==> src/rtl/cache_fill_ctrl.sv <==
// cache_fill_ctrl: handles a cache miss by issuing one pipelined read per
// cycle for every word of the block. It counts the read-return strobes and
// streams each returned word into the data array. The tag is written on the
// last return. When the controller is idle it forwards write-through stores.
//
// state   | meaning
// --------+----------------------------------------------------------
// S_IDLE  | no fill active; forwards write-through stores, accepts misses
// S_ISSUE | one block read per cycle; early returns may already arrive
// S_DRAIN | all reads issued; waiting for the remaining returns
module cache_fill_ctrl #(
  parameter int DWIDTH = 16,
  parameter int AWIDTH = 16,
  parameter int WORDS  = 8
) (
  input  logic                     clk,
  input  logic                     rst,
  input  logic                     miss_detected,
  input  logic [AWIDTH-1:0]        miss_address,
  input  logic                     wt_req,
  input  logic [AWIDTH-1:0]        wt_addr,
  input  logic [DWIDTH-1:0]        wt_data,
  output logic                     wt_ack,
  output logic                     fsm_busy,
  output logic                     mem_enable,
  output logic                     mem_wr,
  output logic [AWIDTH-1:0]        mem_addr,
  output logic [DWIDTH-1:0]        mem_data_in,
  input  logic [DWIDTH-1:0]        mem_data_out,
  input  logic                     mem_data_valid,
  output logic                     write_data_array,
  output logic [$clog2(WORDS)-1:0] fill_word,
  output logic [DWIDTH-1:0]        fill_data,
  output logic                     write_tag_array
);

  localparam int WIDX = $clog2(WORDS);
  localparam int CW   = WIDX + 1;
  localparam logic [AWIDTH-1:0] OFFSET_MASK = AWIDTH'(2 * WORDS - 1);
  localparam logic [CW-1:0]     LAST        = CW'(WORDS - 1);

  typedef enum logic [1:0] {
    S_IDLE  = 2'd0,
    S_ISSUE = 2'd1,
    S_DRAIN = 2'd2
  } state_t;

  state_t            r_state;
  state_t            w_state_nxt;
  logic [AWIDTH-1:0] r_base_addr;
  logic [CW-1:0]     r_issue_cnt;
  logic [CW-1:0]     r_recv_cnt;
  logic              w_accept;

  // Store data and fill data are straight pass-throughs.
  assign mem_data_in = wt_data;
  assign fill_data   = mem_data_out;

  // State register, latched block base and the issue/return counters.
  always_ff @(posedge clk) begin
    if (rst) begin
      r_state     <= S_IDLE;
      r_base_addr <= '0;
      r_issue_cnt <= '0;
      r_recv_cnt  <= '0;
    end else begin
      r_state <= w_state_nxt;
      if (w_accept) begin
        r_base_addr <= miss_address & ~OFFSET_MASK;
        r_issue_cnt <= '0;
        r_recv_cnt  <= '0;
      end else begin
        if (r_state == S_ISSUE) r_issue_cnt <= r_issue_cnt + 1'b1;
        if (write_data_array)   r_recv_cnt  <= r_recv_cnt + 1'b1;
      end
    end
  end

  // Next state plus all outputs. Outputs are held low while reset is asserted.
  always_comb begin
    w_state_nxt      = r_state;
    w_accept         = 1'b0;
    wt_ack           = 1'b0;
    fsm_busy         = 1'b0;
    mem_enable       = 1'b0;
    mem_wr           = 1'b0;
    mem_addr         = '0;
    write_data_array = 1'b0;
    fill_word        = '0;
    write_tag_array  = 1'b0;
    if (!rst) begin
      fsm_busy = (r_state != S_IDLE);
      case (r_state)
        S_IDLE: begin
          // A pending store takes priority. The miss waits one more idle cycle.
          if (wt_req) begin
            wt_ack     = 1'b1;
            mem_enable = 1'b1;
            mem_wr     = 1'b1;
            mem_addr   = wt_addr;
          end else if (miss_detected) begin
            w_accept    = 1'b1;
            w_state_nxt = S_ISSUE;
          end
        end
        S_ISSUE: begin
          mem_enable = 1'b1;
          mem_addr   = r_base_addr + AWIDTH'({r_issue_cnt[WIDX-1:0], 1'b0});
          if (r_issue_cnt == LAST) w_state_nxt = S_DRAIN;
        end
        S_DRAIN: begin
          mem_enable = 1'b0;
        end
        default: w_state_nxt = S_IDLE;
      endcase
      // Returns are counted and do not depend on latency. A zero-latency
      // memory could deliver the last word during the final issue cycle.
      if ((r_state != S_IDLE) && mem_data_valid) begin
        write_data_array = 1'b1;
        fill_word        = r_recv_cnt[WIDX-1:0];
        if ((r_recv_cnt == LAST) &&
            ((r_state == S_DRAIN) || (r_issue_cnt == LAST))) begin
          write_tag_array = 1'b1;
          w_state_nxt     = S_IDLE;
        end
      end
    end
  end

endmodule

==> config.mk <==
export PLATFORM = sky130hd
export DESIGN_NAME = cache_fill_ctrl
export DESIGN_NICKNAME = d
export VERILOG_FILES = /design/src/rtl/cache_fill_ctrl.sv
export SDC_FILE = /design/constraint.sdc
export NUM_CORES = 1
export LEC_CHECK = 0
export CAP_MARGIN = 15
export CELL_PAD_IN_SITES_DETAIL_PLACEMENT = 1
export CELL_PAD_IN_SITES_GLOBAL_PLACEMENT = 1
export CORE_UTILIZATION = 22
export DETAILED_ROUTE_END_ITERATION = 8
export PLACE_DENSITY_LB_ADDON = 0.1
export SYNTH_ARGS = -nofsm -noshare
export SYNTH_HDL_FRONTEND = slang
export SYNTH_SLANG_ARGS = --single-unit
==> constraint.sdc <==
create_clock -name clk -period 3.1 [get_ports clk]
set_input_delay 0.31 -clock clk [delete_from_list [all_inputs] [get_ports clk]]
set_output_delay 0.31 -clock clk [all_outputs]
set_load 0.005 [all_outputs]
==> flow_metrics.tcl <==
set metrics [dict create \
    outcome "completed" \
    cts_resized 0 \
    fin_area_mm2 0.00185 \
    maxSlewViolCount 0 \
    irDropWorstVdd_mv 0.164 \
    total_power_uw 661 \
    overflow 0 \
    drt_iter0_drc 14 \
    ys_warn_count 0 \
    clkTransAtPathRegs_ns 0.08 \
    clkLatencyLatePin_ns 0.26 \
    syn_area_per_cell_um2 8.49 \
    critical_path_required_ns 2.79 \
    synth_xor_area_share_pct 1.25 \
    postCtsHoldBufs 0 \
    die_area_mm2 0.00669 \
    yosys.area_share.adder_pct 1.79 \
    nNetsFinal 260 \
    synth_compound_area_share_pct 22.8 \
    final_cell_mix "clkdlybuf4s50_1 (57), nor2_1 (22), dfxtp_1 (22), a22oi_1 (14), a22o_1 (12)" \
    hold_violations 0 \
    drt_wl_total_mm 4.15 \
    cts_tree "built" \
    antennaDiodeCount 0 \
    drive_above_1_share_pct 8.51 \
    cts_max_level 1 \
    yosys.area_share.simple_pct 20.4 \
    finClkSkew_ns 0.00189 \
    place.gp.congestion 0.733 \
    p_per_area_mw_per_mm2 358 \
    setup_violations 0 \
    cts-buffers-inserted 3 \
    maxSlewHeadroom_pct 64.7 \
    clock-sinks 22 \
    crit_fanout 11 \
    areaGrowthSynthToFinish_pct 31.9 \
    ys_types 38 \
    cp-end-kind "output pin" \
    grt_pass1_wl_mm 6.36 \
    fin_crit_sh_pct 81.5 \
    post_drt_wl_per_cell_um 15.8 \
    dieWidth_um 81.8 \
    initial_utilization_pct 23.3 \
    io_pins 126 \
    cp.arrival_ns 2.22 \
    synth_fp_nets 236 \
    start_kind "input port" \
    cts_setup_buffers 0 \
    num_vias 1235 \
    ys_ff_latch 22 \
    core_mm2 0.00603 \
    holdCritPathClass "reg -> reg" \
    place_hpwl_mm 3.29 \
    drcViolationCount 0 \
    antenna_found_initial 0 \
    fmax_ghz 0.396 \
    finalCriticalPeriod_ns 2.53 \
    muxShareOfSynthArea_pct 0 \
    cts_root_buf "clkbuf_8" \
    synth-seq-area-share_pct 31.4 \
    drtPass1Iterations 3 \
    grtUsageTotal_pct 12.2 \
    placed_area_mm2 0.00179 \
    grt_max_degree 18 \
    vias_per_cell 4.70 \
    rsz0062_at_grt "no" \
    grt_pass1_vias 1288 \
    synth_top_family_by_area "compound AO/OA/AOI/OAI gates" \
    ant_nets 0 \
    final_cells 263 \
    tns_ns 0 \
    die_h_um 81.8 \
    rows 28 \
    clock_path_buffers 2 \
    syn_area_mm2 0.00140 \
    final_common_cell "clkdlybuf4s50_1" \
    p_leak_nw 0.679 \
    tightest_slew_ns 0.516 \
    drv_cap 0 \
    dp.cells 259 \
    path_class "in -> out" \
    netlist_instances 165 \
    port_buffers 57 \
]
-- final cells by class --
class	instances	area [µm²]
fillers	724	4180
flip-flops and latches	22	440
clock buffers	4	55.1
inverters	3	11.3
well taps	75	93.8
repair buffers	61	601
multi-input cells	98	647
-- state kept, by name (all words and copies together) (netlist names) --
register     flops
r_recv_cnt       4
r_state          2
r_issue_cnt      4
r_base_addr     12
-- cells in the mapped netlist --
library cell	number	area, µm²
buf_4	35	263
dfxtp_1	22	440
nor2_1	22	82.6
a22oi_1	14	105
a22o_1	12	105
a21oi_1	6	30.0
buf_2	5	25.0
and3_1	4	25.0
nand2_1	4	15.0
o21ai_0	4	20.0
inv_1	3	11.3
nand3_1	3	15.0
nand3b_1	3	22.5
ha_1	2	25.0
o31ai_1	2	15.0
or2_2	2	12.5
a2111oi_0	1	8.76
a21oi_2	1	8.76
and2_1	1	6.26
and2b_2	1	8.76
and3b_1	1	8.76
buf_6	1	11.3
clkbuf_1	1	3.75
nand2b_1	1	6.26
nand4b_1	1	8.76
nor2b_1	1	6.26
nor3_1	1	5.00
nor3b_1	1	7.51
nor4b_2	1	15.0
o21bai_1	1	7.51
o21bai_4	1	18.8
or2b_1	1	7.51
or3_1	1	6.26
or3_2	1	7.51
or4_1	1	7.51
or4_4	1	11.3
xnor2_1	1	8.76
xor2_1	1	8.76
-- logic make-up (layout without fill, tap and decap cells) --
| logic type | count (synthesis) | count (layout) |
|---|---|---|
| DFF | 22 | 22 |
| xor gates and xnor gates | 2 | 2 |
| buffers and inverters | 45 | 68 |
| adders and majority gates | 2 | 2 |
| and+or+nand+nor | 52 | 52 |
| AOI/OAI and AO/OA | 42 | 42 |
-- final timing paths --
kind / start / to / slack, ns / cells past startpoint
worst max-delay path: wt_req / mem_addr[11] / 0.57 / 6
worst min-delay path: r_base_addr[8]$_SDFFE_PP0P_ / r_base_addr[8]$_SDFFE_PP0P_ / 0.49 / 1
worst max register to register: r_state[0]$_SDFF_PP0_ / r_base_addr[12]$_SDFFE_PP0P_ / 1.55 / 3
worst min register to register: r_base_addr[8]$_SDFFE_PP0P_ / r_base_addr[8]$_SDFFE_PP0P_ / 0.49 / 1
-- report_power, final --
part / total [mW] / switching, mW / internal (mW) / leakage, nW
sequential: 0.303 / 0.00987 / 0.294 / 0.179
clock: 0.210 / 0.0972 / 0.113 / 0.0288
combinational: 0.147 / 0.0596 / 0.0873 / 0.472
total: 0.661 / 0.167 / 0.494 / 0.679
-- through the flow --
| step | hold slack (ns) | utilization (%) | worst slack, ns |
|---|---|---|---|
| after floorplan | 0.386 | - | 1.68 |
| after global placement | 0.461 | 29.8 | 0.581 |
| after detailed placement | 0.470 | 29.8 | 0.531 |
| after CTS | 0.492 | 30.7 | 0.527 |
| after global routing | 0.516 | 30.7 | 0.415 |
| final | 0.487 | 30.7 | 0.574 |
-- worst max-delay path, cell delays in order --
cell and delay [ns]:
clkdlybuf4s50_1 0.60, nor2b_1 0.34, buf_4 0.24, a22oi_1 0.09, nor2_1 0.11, clkdlybuf4s50_1 0.51
-- metal layers --
layer	vias up	share of wire, %	track usage [%]
met2	54	48	20.9
met1	569	41	14.6
met3	14	9.9	3.56
li1	598	-	-
met4	0	1.5	3.86
met5	-	0	0
Note: power is estimated with default switching activity, not from simulation.
